### config.mk
export PLATFORM = sky130hd
export DESIGN_NAME = sig_viterbi_dec
export DESIGN_NICKNAME = d
export VERILOG_FILES = /design/src/rtl/sig_viterbi_dec.sv
export SDC_FILE = /design/constraint.sdc
export NUM_CORES = 2
export LEC_CHECK = 0
export CAP_MARGIN = 25
export CELL_PAD_IN_SITES_DETAIL_PLACEMENT = 1
export CELL_PAD_IN_SITES_GLOBAL_PLACEMENT = 2
export CORE_MARGIN = 5
export CORE_UTILIZATION = 40
export CTS_CLUSTER_SIZE = 16
export DETAILED_ROUTE_END_ITERATION = 8
export MAX_ROUTING_LAYER = met4
export PLACE_DENSITY = 0.81
export SETUP_SLACK_MARGIN = 0.05
export SKIP_LAST_GASP = 1
export SYNTH_ARGS = -nofsm -noshare
export SYNTH_HDL_FRONTEND = slang
export SYNTH_SLANG_ARGS = --single-unit
### constraint.sdc
create_clock -name sce_clk -period 4.04 [get_ports sce_clk]
set_input_delay 0.606 -clock sce_clk [delete_from_list [all_inputs] [get_ports sce_clk]]
set_output_delay 0.606 -clock sce_clk [all_outputs]
set_load 0.01 [all_outputs]
### src/rtl/sig_viterbi_dec.sv
// K=7 rate-1/2 (133/171) hard-decision Viterbi decoder, register-exchange survivors.
// Optional final-metric output port: define VDEC_METRIC_EN.
module sig_viterbi_dec #(
  parameter int N_BITS = 24,
  parameter int PM_W   = 7
) (
  input  logic            sce_clk,
  input  logic            sce_rst_n,
  input  logic            vdec_clr,
  input  logic [1:0]      vdec_di,
  input  logic            vdec_di_vld,
  output logic            vdec_di_rdy,
  output logic            vdec_do,
  output logic            vdec_do_vld,
`ifdef VDEC_METRIC_EN
  output logic [PM_W-1:0] vdec_metric,
`endif
  output logic            vdec_done
);

  localparam int CW = (N_BITS > 1) ? $clog2(N_BITS) : 1;
  localparam logic [PM_W-1:0] PM_MAX  = '1;
  localparam logic [PM_W-1:0] PM_INIT = PM_W'(1) << (PM_W - 1);
  localparam logic [CW-1:0]   CNT_END = CW'(N_BITS - 1);

  typedef enum logic [1:0] {
    S_IDLE = 2'd0,
    S_ACS  = 2'd1,
    S_OUT  = 2'd2
  } state_t;

  state_t state_q, state_d;

  logic [PM_W-1:0]   pm_q   [64];
  logic [PM_W-1:0]   pm_n   [64];
  logic [N_BITS-1:0] surv_q [64];
  logic [N_BITS-1:0] surv_n [64];
  logic [N_BITS-1:0] sr_q;
  logic [CW-1:0]     cnt_q;

  logic accept;
  logic last_in;
  logic last_out;

  function automatic logic [1:0] ham(input logic [1:0] x);
    ham = {x[1] & x[0], x[1] ^ x[0]};
  endfunction

  function automatic logic [PM_W-1:0] sadd(
    input logic [PM_W-1:0] a,
    input logic [1:0]      bm
  );
    logic [PM_W:0] s;
    s = {1'b0, a} + {{(PM_W-1){1'b0}}, bm};
    sadd = s[PM_W] ? PM_MAX : s[PM_W-1:0];
  endfunction

  assign accept   = vdec_di_vld & vdec_di_rdy;
  assign last_in  = accept & (cnt_q == CNT_END);
  assign last_out = (state_q == S_OUT) & (cnt_q == CNT_END);

  // One ACS butterfly per next-state; ties resolve to the p0 predecessor.
  for (genvar g = 0; g < 64; g++) begin : g_acs
    localparam logic [5:0] NS = 6'(g);
    localparam logic [5:0] P0 = {1'b0, NS[5:1]};
    localparam logic [5:0] P1 = {1'b1, NS[5:1]};
    localparam logic [1:0] E0 = {
      NS[0] ^ P0[1] ^ P0[2] ^ P0[4] ^ P0[5],
      NS[0] ^ P0[0] ^ P0[1] ^ P0[2] ^ P0[5]};
    localparam logic [1:0] E1 = {
      NS[0] ^ P1[1] ^ P1[2] ^ P1[4] ^ P1[5],
      NS[0] ^ P1[0] ^ P1[1] ^ P1[2] ^ P1[5]};
    logic [PM_W-1:0] c0;
    logic [PM_W-1:0] c1;
    logic            sel1;
    assign c0   = sadd(pm_q[P0], ham(vdec_di ^ E0));
    assign c1   = sadd(pm_q[P1], ham(vdec_di ^ E1));
    assign sel1 = c1 < c0;
    assign pm_n[g]   = sel1 ? c1 : c0;
    assign surv_n[g] = sel1 ?
      {surv_q[P1][N_BITS-2:0], NS[0]} :
      {surv_q[P0][N_BITS-2:0], NS[0]};
  end

  always_ff @(posedge sce_clk or negedge sce_rst_n) begin
    if (!sce_rst_n) state_q <= S_IDLE;
    else            state_q <= state_d;
  end

  always_comb begin
    state_d = state_q;
    unique case (state_q)
      S_IDLE:  if (accept) state_d = last_in ? S_OUT : S_ACS;
      S_ACS:   if (last_in) state_d = S_OUT;
      S_OUT:   if (last_out) state_d = S_IDLE;
      default: state_d = S_IDLE;
    endcase
    if (vdec_clr) state_d = S_IDLE;
  end

  always_ff @(posedge sce_clk or negedge sce_rst_n) begin
    if (!sce_rst_n) begin
      for (int i = 0; i < 64; i++) begin
        pm_q[i]   <= (i == 0) ? '0 : PM_INIT;
        surv_q[i] <= '0;
      end
      sr_q  <= '0;
      cnt_q <= '0;
    end else if (vdec_clr || last_out) begin
      for (int i = 0; i < 64; i++) begin
        pm_q[i]   <= (i == 0) ? '0 : PM_INIT;
        surv_q[i] <= '0;
      end
      sr_q  <= '0;
      cnt_q <= '0;
    end else if (accept) begin
      for (int i = 0; i < 64; i++) begin
        pm_q[i]   <= pm_n[i];
        surv_q[i] <= surv_n[i];
      end
      cnt_q <= last_in ? '0 : cnt_q + 1'b1;
      if (last_in) sr_q <= surv_n[0];
    end else if (state_q == S_OUT) begin
      sr_q  <= sr_q << 1;
      cnt_q <= cnt_q + 1'b1;
    end
  end

`ifdef VDEC_METRIC_EN
  logic [PM_W-1:0] metric_q;

  always_ff @(posedge sce_clk or negedge sce_rst_n) begin
    if (!sce_rst_n)    metric_q <= '0;
    else if (vdec_clr) metric_q <= '0;
    else if (last_in)  metric_q <= pm_n[0];
  end

  assign vdec_metric = metric_q;
`endif

  assign vdec_di_rdy = (state_q != S_OUT);
  assign vdec_do_vld = (state_q == S_OUT);
  assign vdec_do     = vdec_do_vld & sr_q[N_BITS-1];
  assign vdec_done   = last_out;

endmodule
==> flow_summary.yaml <==
setup_path:
  worstPathArrival_ns: 4.64
  cp_common_cell: "buf_12"
  worst-path-max-fanout: 13
  start_kind: "primary input"
  crit_chain: "clkbuf_2, buf_6, clkinvlp_4, ha_4, clkinvlp_4, buf_12, buf_16, buf_4, buf_4, ha_4, inv_2, fa_2, nor2_2, xnor2_1, nand2_2, ha_1, a41oi_1, o21ai_1, a21oi_2, nand2_2, buf_12, buf_12, mux2i_1, o21ai_0"
  endpoint_kind: "flip-flop"
  cpPeakStageDelay_ns: 0.39
  critPathSlowestCell: "fa_2"
  cp_top_family: "buffers and inverters"
  crit_required_ns: 4.74
  crit_buf_inv: 11
  critical_path_class: "in2reg"
detailed_routing:
  first_pass_iters: 5
  ant_nets: 0
  drt_first_iter_violations: 6991
  wl_met3_um: 25300
  route.detailed.wl_per_inst_um: 26.3
  wl_met2_um: 187000
  top_layer_used: "met4"
  met1Wirelength_um: 176000
  drc_errors: 0
  post_drt_via_cell_ratio: 6.00
  via_count: 93300
  totalWireLength_um: 408000
floorplan:
  io_pins: 10
  core_area_um2: 232000
  fp.dieW_um: 492
  start_util: 0.401
  num_rows: 177
  die_area_um2: 242000
  die_y_um: 492
sta:
  final-hold-violation-count: 0
  post-route-period-util: 0.975
  finalSetupViolCount: 0
  rsz0062_at_grt: "yes"
  skew_ns: 0.0525
  fmax_mhz: 254
  maxSlewViolCount: 0
  relSlewSlack: 0.379
  period_minus_slack_ns: 3.94
  tightest_slew_ns: 0.931
synth:
  synth-warning-count: 0
  ys_ff_latch: 1309
  netlist_top_cells_count: "1647 x nand2_1, 1246 x dfrtp_1, 1020 x o21ai_0"
  synth_seq_area_share: 0.353
  synth_most_common_cell: "nand2_1"
  syn_area_um2: 93000
  async_flop_share: 1.00
  synthesis.nets: 11500
  synth_area_leaders: "dfrtp_1 34%, mux2i_1 7.9%, ha_1 7.8%, nand2_1 6.6%, o21ai_0 5.5%"
  synth_edf_count: 0
  ys_types: 107
  synth_top_cell_by_area: "dfrtp_1"
  synth_top_area_frac: 0.335
  yosys_most_used_dff: "dfrtp_1"
  synth_cells: 10800
  synth.avg_cell_area_um2: 8.61
layout:
  fin_area_um2: 120000
  fin_util: 0.515
  area_growth_pct: 28.6
  final_layout_size_suffix_gt1_frac: 0.251
  nets: 13000
global_routing:
  grt_pass1_wl_um: 611000
  track_usage: 0.333
  grt_pass1_vias: 97200
  antenna_found_initial: 11
  grt_overflow_total: 0
  grt_max_degree: 144
place:
  post-dp-hpwl_um: 311000
  dpl-instance-area_um2: 112000
  place.gp.congestion: 0.951
  portBuffers: 9
power:
  cellLeakagePower_uw: 0.0552
  p_total_uw: 84100
  irDropWorstVdd_v: 0.000653
  powerDensity_nw_per_um2: 703
clock_network:
  clock_tree.buffer_depth: 3
  worstSkewPairLatency_ns: 0.85
  cts.reportedPaths.clkPinSlew_ns: 0.06
  cts_buffers: 158
  cts_tree: "yes"
  cts_sinks: 1309
  cts-root-buf: "clkbuf_16"
  htreeDepth: 4
run:
  cap_violations: 0
run_status:
  status: "finished clean"
hold_path:
  min_path_type: "in2async"
-- worst paths after layout --
kind,startpoint,endpoint,slack [ns],cells after the start
hold / removal,sce_rst_n,surv_q[473],0.42,2
setup reg to reg,pm_q[42],surv_q[324],0.22,16
setup / recovery,vdec_di[0],surv_q[158],0.10,24
min in group sce_clk,surv_q[111],surv_q[111],0.47,2
max in group asynchronous,sce_rst_n,surv_q[1326],2.38,3
hold reg to reg,surv_q[111],surv_q[111],0.47,2
-- layout by cell type, fill, tap and decap left out, drive strengths merged, types with 86 or more instances in the layout --
master	Yosys	layout
nor2b	103	103
nand4	196	196
o21ai	1067	1067
mux2i	733	733
dfrtp	1246	1246
o211ai	222	222
nor2	698	698
or2	94	94
nand2b	97	97
nand3	441	441
and3	203	203
buf	234	2153
xnor2	137	137
xor2	186	186
a21oi	444	444
nand2	1648	1648
a221o	86	86
clkbuf	541	247
inv	204	207
and2	114	114
or3	106	106
a31oi	109	111
a21o	156	156
ha	583	583
nor3	129	129
-- flip-flops by register name (all words and copies together), names as in the netlist --
register and flops:
cnt_q 5, sr_q 18, pm_q 448, state_q 2, surv_q 836
-- layout make-up --
| type | count | area, um2 |
|---|---|---|
| fill | 26900 | 112000 |
| multi-input combinational | 8514 | 58400 |
| sequential | 1309 | 32800 |
| timing repair buffer | 2171 | 18500 |
| clock buffer | 236 | 4570 |
| tap | 3043 | 3810 |
| inverter | 205 | 788 |
| clock inverter | 56 | 711 |
| antenna | 12 | 30.0 |
-- power by group --
group	switching, uW	internal, uW
clock network	6430	8420
registers	2150	14000
logic	27600	25500
-- per-layer routing --
layer | up-vias | track usage
li1 | 42000 | -
met1 | 48100 | 0.435
met2 | 2579 | 0.525
met3 | 694 | 0.0482
met4 | 0 | 0.129
met5 | - | -
-- through the flow --
step,worst slack [ns],std cells,hold WS [ns],TNS [ns]
detailed placement,-1.28,15200,0.462,-1238.98
global placement,-1.17,15200,0.451,-1112.70
finish,0.100,15500,0.424,0
global route,0.00310,15500,0.428,0
floorplan,-0.525,10800,0.310,-334.04
CTS,0.0570,15500,0.385,0
-- what timing repair did --
item                                   4_1_cts  5_1_grt
endpoints found under the hold margin       66        0
gates cloned                                 2       10
setup buffers                               12       59
gates resized for setup                    102      214
pin swaps                                   10       46
setup endpoints to repair                 1157      879
hold buffers                                 1        0
-- kinds of logic after synthesis --
kind of cell	share of synthesized area
fa+ha+maj	0.0922
mux	0.0881
buf+inv	0.0441
simple gates	0.201
flops	0.353
xor+xnor	0.0305
compound gates	0.191
Note: power is estimated with default switching activity, not from simulation.
